--- src/rtl/cpu_trace_buffer_if.sv ---
`default_nettype none
// ============================================================================
// cpu_trace_buffer_if : trace FIFO drain port (valid/ready head-entry read)
// Revision: 1.0
// ============================================================================
interface cpu_trace_buffer_if;
    logic        RdValid;
    logic        RdReady;
    logic [31:0] RdPC;
    logic [31:0] RdInst;
    logic [31:0] RdR;

    modport master (
        output RdValid,
        output RdPC,
        output RdInst,
        output RdR,
        input  RdReady
    );

    modport slave (
        input  RdValid,
        input  RdPC,
        input  RdInst,
        input  RdR,
        output RdReady
    );
endinterface
`default_nettype wire

--- src/rtl/cpu_trace_buffer.sv ---
`default_nettype none
// ============================================================================
// cpu_trace_buffer : triggered capture of CPU PC/Inst/R into a FWFT FIFO
// Revision: 1.0
// ============================================================================
module cpu_trace_buffer #(
    parameter int DEPTH    = 16,
    parameter int ADDR_W   = 4,
    parameter int SKIP_NOP = 1,
    parameter int LEN_W    = 8
) (
    input  logic                    Clk,
    input  logic                    Rst_n,
    input  logic [31:0]             PC,
    input  logic [31:0]             Inst,
    input  logic [31:0]             R,
    input  logic                    Arm,
    input  logic                    Abort,
    input  logic [31:0]             TrigPC,
    input  logic [LEN_W-1:0]        CaptLen,
    cpu_trace_buffer_if.master      rd,
    output logic [ADDR_W:0]         Count,
    output logic [LEN_W-1:0]        Captured,
    output logic [15:0]             Dropped,
    output logic [1:0]              State
);

    typedef enum logic [1:0] {
        ST_IDLE    = 2'b00,
        ST_ARMED   = 2'b01,
        ST_CAPTURE = 2'b10,
        ST_DONE    = 2'b11
    } state_t;

    localparam logic [ADDR_W:0]  C_FULL    = (ADDR_W+1)'(DEPTH);
    localparam logic [LEN_W-1:0] C_CAP_MAX = '1;
    localparam logic [15:0]      C_DRP_MAX = 16'hFFFF;

    state_t              state_q, state_d;
    logic [LEN_W-1:0]    captured_q, captured_d;
    logic [15:0]         dropped_q, dropped_d;
    logic [ADDR_W:0]     count_q, count_d;
    logic [ADDR_W-1:0]   wr_ptr_q, wr_ptr_d;
    logic [ADDR_W-1:0]   rd_ptr_q, rd_ptr_d;
    logic [95:0]         mem_q [DEPTH];

    logic                w_recordable;
    logic                w_attempt;
    logic                w_push;
    logic                w_pop;
    logic                w_drop;
    logic                w_valid;
    logic [95:0]         w_head;

    assign w_recordable = (SKIP_NOP == 0) || (Inst != 32'h0000_0000);
    assign w_valid      = (count_q != '0);
    assign w_pop        = w_valid && rd.RdReady;

    // Window control: Abort beats Arm, and Arm only restarts an idle or finished window.
    always_comb begin
        state_d    = state_q;
        captured_d = captured_q;
        w_attempt  = 1'b0;
        if (Abort) begin
            state_d = ST_IDLE;
        end else if (Arm && (state_q == ST_IDLE || state_q == ST_DONE)) begin
            state_d    = ST_ARMED;
            captured_d = '0;
        end else begin
            case (state_q)
                ST_ARMED: begin
                    if (PC == TrigPC) begin
                        state_d   = ST_CAPTURE;
                        w_attempt = w_recordable;
                    end
                end
                ST_CAPTURE: w_attempt = w_recordable;
                default: ;
            endcase
            if (w_attempt) begin
                captured_d = (captured_q == C_CAP_MAX) ? captured_q : captured_q + 1'b1;
                if (CaptLen != '0 && captured_d == CaptLen) begin
                    state_d = ST_DONE;
                end
            end
        end
    end

    // A pop in the same cycle frees a slot, so a full FIFO can still accept the attempt.
    assign w_push = w_attempt && ((count_q != C_FULL) || w_pop);
    assign w_drop = w_attempt && !w_push;

    always_comb begin
        count_d   = count_q;
        wr_ptr_d  = wr_ptr_q;
        rd_ptr_d  = rd_ptr_q;
        dropped_d = dropped_q;
        if (w_push) begin
            wr_ptr_d = wr_ptr_q + 1'b1;
        end
        if (w_pop) begin
            rd_ptr_d = rd_ptr_q + 1'b1;
        end
        case ({w_push, w_pop})
            2'b10:   count_d = count_q + 1'b1;
            2'b01:   count_d = count_q - 1'b1;
            default: count_d = count_q;
        endcase
        if (w_drop && dropped_q != C_DRP_MAX) begin
            dropped_d = dropped_q + 1'b1;
        end
    end

    always_ff @(posedge Clk) begin
        if (!Rst_n) begin
            state_q    <= ST_IDLE;
            captured_q <= '0;
            dropped_q  <= '0;
            count_q    <= '0;
            wr_ptr_q   <= '0;
            rd_ptr_q   <= '0;
        end else begin
            state_q    <= state_d;
            captured_q <= captured_d;
            dropped_q  <= dropped_d;
            count_q    <= count_d;
            wr_ptr_q   <= wr_ptr_d;
            rd_ptr_q   <= rd_ptr_d;
        end
    end

    // Storage carries no reset; occupancy alone decides what is visible.
    always_ff @(posedge Clk) begin
        if (Rst_n && w_push) begin
            mem_q[wr_ptr_q] <= {PC, Inst, R};
        end
    end

    assign w_head     = mem_q[rd_ptr_q];
    assign rd.RdValid = w_valid;
    assign rd.RdPC    = w_valid ? w_head[95:64] : 32'h0000_0000;
    assign rd.RdInst  = w_valid ? w_head[63:32] : 32'h0000_0000;
    assign rd.RdR     = w_valid ? w_head[31:0]  : 32'h0000_0000;

    assign Count    = count_q;
    assign Captured = captured_q;
    assign Dropped  = dropped_q;
    assign State    = state_q;

endmodule
`default_nettype wire

--- src/flat_wrapper.sv ---
// flat-port wrapper written by rule: the top's interface ports become plain ports
module cpu_trace_buffer_flat 
#(
    parameter int DEPTH    = 16,
    parameter int ADDR_W   = 4,
    parameter int SKIP_NOP = 1,
    parameter int LEN_W    = 8
)
  (Clk, Rst_n, PC, Inst, R, Arm, Abort, TrigPC, CaptLen, Count, Captured, Dropped, State, rd_RdValid, rd_RdPC, rd_RdInst, rd_RdR, rd_RdReady);
  cpu_trace_buffer_if rd_i ();
  input  logic Clk;
  input  logic Rst_n;
  input  logic [31:0] PC;
  input  logic [31:0] Inst;
  input  logic [31:0] R;
  input  logic Arm;
  input  logic Abort;
  input  logic [31:0] TrigPC;
  input  logic [LEN_W-1:0] CaptLen;
  output logic [ADDR_W:0] Count;
  output logic [LEN_W-1:0] Captured;
  output logic [15:0] Dropped;
  output logic [1:0] State;
  output wire logic [$bits(rd_i.RdValid)-1:0] rd_RdValid;
  output wire logic [$bits(rd_i.RdPC)-1:0] rd_RdPC;
  output wire logic [$bits(rd_i.RdInst)-1:0] rd_RdInst;
  output wire logic [$bits(rd_i.RdR)-1:0] rd_RdR;
  input wire logic [$bits(rd_i.RdReady)-1:0] rd_RdReady;
  assign rd_RdValid = rd_i.RdValid;
  assign rd_RdPC = rd_i.RdPC;
  assign rd_RdInst = rd_i.RdInst;
  assign rd_RdR = rd_i.RdR;
  assign rd_i.RdReady = rd_RdReady;
  cpu_trace_buffer #(.DEPTH(DEPTH), .ADDR_W(ADDR_W), .SKIP_NOP(SKIP_NOP), .LEN_W(LEN_W)) u_core (.Clk(Clk), .Rst_n(Rst_n), .PC(PC), .Inst(Inst), .R(R), .Arm(Arm), .Abort(Abort), .TrigPC(TrigPC), .CaptLen(CaptLen), .rd(rd_i), .Count(Count), .Captured(Captured), .Dropped(Dropped), .State(State));
endmodule
--- config.mk ---
export PLATFORM = sky130hd
export DESIGN_NAME = cpu_trace_buffer_flat
export DESIGN_NICKNAME = d
export VERILOG_FILES = /design/src/rtl/cpu_trace_buffer_if.sv /design/src/rtl/cpu_trace_buffer.sv /design/src/flat_wrapper.sv
export SDC_FILE = /design/constraint.sdc
export NUM_CORES = 1
export LEC_CHECK = 0
export CORE_ASPECT_RATIO = 0.7
export CORE_MARGIN = 2
export CORE_UTILIZATION = 65
export CTS_CLUSTER_DIAMETER = 200
export DETAILED_ROUTE_END_ITERATION = 6
export PLACE_DENSITY = 0.83
export SYNTH_ARGS = -nofsm -noshare
export SYNTH_HDL_FRONTEND = slang
export SYNTH_SLANG_ARGS = --single-unit
--- constraint.sdc ---
create_clock -name Clk -period 29.3 [get_ports Clk]
set_clock_uncertainty 0.05 [all_clocks]
set_input_delay 5.86 -clock Clk [delete_from_list [all_inputs] [get_ports Clk]]
set_output_delay 5.86 -clock Clk [all_outputs]
set_load 0.1 [all_outputs]
Word-level counts from Yosys, hierarchy flattened
Memory sizes are Yosys's and may differ from the RTL's. A register that Yosys moved wholly into a read port is not among the register bits.
Cells that the tools add are included.

storage, ports and cells
  logic and storage cells = 67
  register bits after elaboration = 39
  memory bits (writable) = 1,536
  memories kept = 1

memories
  name          depth  width  rd ports  clocked after memory_dff  write ports  RTL line                source
  u_core.mem_q  16     96     1         1                         1            cpu_trace_buffer.sv:45  logic [95:0] mem_q [DEPTH];

cells by class
  reduce and logical (&&, ||, !) cells = 19
  mux-type cells = 22
  equality and inequality tests = 10
  bitwise operators = 2
  add/subtract/negate cells = 6

operators by type and width
  kind                     count
  $mux W32                 3
  $eq A32 B32 Y1           1
  $reduce_bool A32 Y1      1
  $mux W8                  3
  $add A16 B1 Y16 const B  1
  $ne A16 B16 Y1 const B   1
  $pmux W5 S2              1
  $add A4 B1 Y4 const B    2
  $add A8 B1 Y8 const B    1
  $eq A8 B8 Y1             1
  $eq A8 B8 Y1 const B     1
  $mux W1                  8
  $mux W2                  4
  $mux W4                  2
  $reduce_bool A8 Y1       1
  $logic_and A1 B1 Y1      7
  $eq A2 B2 Y1 const B     3
  $add A5 B1 Y5 const B    1
  $ne A5 B5 Y1 const B     1
  $reduce_bool A5 Y1       1
  $sub A5 B1 Y5 const B    1
  $eq A2 B1 Y1 const B     2
  $reduce_bool A2 Y1       2
  $reduce_or A3 Y1         1
  other kinds (7)          9

Logic depth before layout (Yosys ltp)
  word-level depth = 11
  depth in mapped cells = 17
  mapped depth without buffers = 15

Worst setup path after synthesis
No wires, ideal clock.

  path kind = input -> register
  start = input TrigPC[11]
  end = memory u_core.mem_q[0][0] (enable)
  path slack = 12,237 ps
  cell stages on the path = 8
  arrival time = 16,226 ps
  buffers on the path = 1
  library setup time = 786 ps
  path through = xor2_1 -> nor4_1 -> nand4_1 -> nor3_4 -> o21a_1 -> buf_4 -> nand2_4 -> nor4_1

on the way
  cells in the longest elaborated chain, start to end = 11

ends and longest elaborated chain
  item                           RTL line                 source
  start: declaration             flat_wrapper.sv:18       input logic [31:0] TrigPC;
  $eq A32 B32 Y1                 cpu_trace_buffer.sv:72   if (PC == TrigPC) begin
  $mux W1                        cpu_trace_buffer.sv:72
  $pmux W1 S2                    cpu_trace_buffer.sv:70   case (state_q)
  $mux W1                        cpu_trace_buffer.sv:66   end else if (Arm && (state_q == ST_IDLE || state_q == ST_DONE)) begin
  $mux W1                        cpu_trace_buffer.sv:64   if (Abort) begin
  $mux W1                        cpu_trace_buffer.sv:66
  $mux W1                        cpu_trace_buffer.sv:64
  $logic_and A1 B1 Y1            cpu_trace_buffer.sv:90   assign w_push = w_attempt && ((count_q != C_FULL) || w_pop);
  $logic_and A1 B1 Y1            cpu_trace_buffer.sv:134  if (Rst_n && w_push) begin
  $mux W1                        cpu_trace_buffer.sv:134
  $mux W1 (not written as such)  cpu_trace_buffer.sv:135  mem_q[wr_ptr_q] <= {PC, Inst, R};
  end: declaration               cpu_trace_buffer.sv:45

Every way passes these cells. The select of a mux whose other input is x is not followed.

==> impl_results.md <==
- Worst r2r src: u_core.State[0]
- Initial antenna violation count: 8
- Status: complete, but fails checks
- Net Switching: 885 uW
- Routed WL: 162 mm
- Main flop type after synthesis: edfxtp_1
- Fin nets: roughly 3100
- Peak VDD IR: between 0.06 and 0.07 mV
- Most frequent cells in the layout: 1536 x edfxtp_1, 480 x mux4_2, 268 x clkdlybuf4s50_1
- Starting Density: about 65%
- TritonCTS buffer count: between 100 and 150
- Crit path max-delay family: buffers and inverters
- Via density: 7.33
- GP Congestion: 0.813
- Critical Path RT: between 20 and 25 ns
- Hold Startpoint: u_core.Dropped[11]
- Slew headroom: 14.9%
- Clock Sinks: between 1500 and 2000
- Vias in the first global route: between 30000 and 40000
- Post-Syn Area: ~60000 um^2
- DRT antenna net count: 0
- GRT overflow: 0
- Chip height: 261 um
- Ratio of cells with drive above 1 in the final layout: 24.8%
- DRT Pass-1 Iters: 7
- DRC: 11
- Clock transition at path regs: approximately 0.07 ns
- Die area: 96500 um^2
- Hold Vio Cnt, Final: 0
- Final hold slack: ~0.47 ns
- Clk_lat worst skew: 0.74 ns
- Crit path time final: between 10 and 15 ns
- Slowest cell on crit path: clkdlybuf4s50_1
- CP Capture Type: primary output
- Initial drt markers: ~5300
- CTS root buf: clkbuf_16
- Worst path arrival time: 6.07 ns
- Worst path max stage delay: 1.03 ns
- MaxCap Viol Count: 0
- Crit Path Class: reg2out
- Row count: 94
- Most common cell after layout, fill and taps aside: edfxtp_1
- Yosys warning total: 0
- TritonCTS clock tree: built
- Core Area: between 90000 and 100000 um^2
- Synth top area cells: edfxtp_1 75%, mux4_2 18%, dfxtp_1 1.4%
- First-pass GRT wire length: 232 mm
- Fin crit share: about two fifths
- Mapped Cells: 2600
- Internal power: ~3.6 mW
- Power Density: between 60 and 70 nW/um^2
- Synth unique cells: ~60
- Hold buffers post-CTS: 0
- Mean Syn Cell Area: around 24 um^2
- Worst Max-Slew Pin Slew: 1.28 ns
- CP Max Fanout: between 50 and 60
- H-Tree Depth: 4
- Clock power frac: ~43%
- Post-DP HPWL: 74.4 mm
- Synth Net Count: approximately 2800
- CTS Buffer Depth: 3
- Tightest Hold Check Type: reg2reg
- IO Port Bufs: 268
- Synth async-reset ratio: 0%
- CP Launch Type: flip-flop
- Total negative slack: 0 ns
- Sequential Power Share: ~56%
- Sequential share of the synthesized area: between 70 and 80%
- Final setup fails: 0
- Number of enable flip-flop cells after synthesis: 1536
- Leading area contributor after synthesis: edfxtp_1
- Yosys reg bits: 1579
- Post-synth top area share: roughly three quarters
- RSZ-0062 raised after global routing: false
- Largest net degree at the start of global routing: about 180
- Leak pwr: approximately 21 nW
- Post-cts resize count: 0
- Pre-CTS WS: approximately 18 ns
- Chip Width: 371 um
- Final WS setup: 17.32 ns
- GRT Total Usage: between 30% and 40%
- Routed WL per cell: between 30 and 40 um
- Slew Viols, Final: 0
- Fmax: about 83 MHz
- Failing checks: DRC
- WP buf/inv: 3
- Sw frac: approximately 20%
- Layout area overhead: 14.5%
- Critical-path cell list: buf_4 > buf_4 > mux4_2 > mux4_2 > and2_1 > clkdlybuf4s50_1
- Comb power frac: 1.4%
- Setup bufs post-CTS: 0
- Num ports: ~270
- Via count: approximately 31000
==> worst register-to-register path, stage by stage (launching register included) <==
cell     delay (ns)
dfxtp_1        0.41
ha_1           0.25
nand3_1        0.29
nor3_4         0.51
o21a_1         0.57
nand2_4        0.33
nor4_2         0.38
buf_4          0.96
buf_4          0.76
==> power by group through the flow <==
stage | clock network, mW | registers [mW] | logic (mW)
after floorplan | 0 | 2.52 | 0.00674
after global placement | 0 | 2.52 | 0.0547
after detailed placement | 0 | 2.52 | 0.0597
after CTS | 1.92 | 2.47 | 0.0614
after global routing | 1.99 | 2.47 | 0.0668
final | 1.91 | 2.47 | 0.0627
==> cell type report <==
type	instances	area (um^2)
Timing Repair Buffer	319	3130
Multi-Input combinational cell	879	13600
Tap cell	1248	1560
Antenna cell	4	10.0
Clock inverter	81	903
Sequential cell	1579	47000
Fill cell	4611	23600
Clock buffer	180	3750
Inverter	9	33.8
==> registers in the layout, indices dropped and copies added, names as in the netlist, named ones only <==
signal	flops
u_core.Captured	8
u_core.Count	5
u_core.Dropped	16
u_core.State	2
u_core.mem_q	1536
u_core.rd_ptr_q	4
u_core.wr_ptr_q	4
==> cells in the mapped netlist, types with 6 or more instances <==
| master | count |
|---|---|
| dfxtp_1 | 43 |
| o21ai_0 | 24 |
| and2_1 | 105 |
| nor3_1 | 17 |
| a21boi_0 | 6 |
| buf_2 | 42 |
| a21oi_1 | 8 |
| inv_1 | 8 |
| mux4_2 | 480 |
| edfxtp_1 | 1536 |
| nand4_1 | 7 |
| buf_1 | 7 |
| mux2i_1 | 13 |
| xnor2_1 | 12 |
| nor4_1 | 24 |
| nand2_1 | 36 |
| nor2_1 | 6 |
| clkbuf_1 | 78 |
| xor2_1 | 37 |
| and3_1 | 8 |
| ha_1 | 13 |
| nand3_1 | 15 |
| nand2b_1 | 14 |
==> final timing paths <==
path / end / slack, ns / cells past startpoint
worst max register to register: u_core.mem_q[0][30] / 24.31 / 8
worst min register to register: u_core.Dropped[11] / 0.47 / 2
worst max-delay path: rd_RdPC[3] / 17.32 / 6
worst min-delay path: u_core.Dropped[11] / 0.47 / 2
==> metrics by stage <==
stage / total power [mW] / std cells / cell area [um^2] / util, %
2_1_floorplan: 2.53 / 2600 / 61100 / -
4_1_cts: 4.45 / 4295 / 70000 / 74.7
3_5_place_dp: 2.58 / 4034 / 65300 / 69.8
5_1_grt: 4.53 / 4297 / 70000 / 74.8
6_report: 4.44 / 4299 / 70000 / 74.8
3_3_place_gp: 2.58 / 4034 / 65300 / 69.8
==> cell families after synthesis <==
kind of cell / Yosys count / synth area share (%)
xor gates and xnor gates: 49 / 0.702
buffers and inverters: 142 / 1.02
AOI/OAI and AO/OA: 65 / 0.716
muxes: 494 / 17.9
DFF: 1579 / 76.9
adders and majority gates: 14 / 0.299
and+or+nand+nor: 257 / 2.47
==> layer usage <==
layer	part of all wire (%)	GRT usage, %
met3	11	7.94
met2	50	54.7
met4	3.8	13.1
met5	0.045	0
met1	35	47.1
Note: power is estimated with default switching activity, not from simulation.
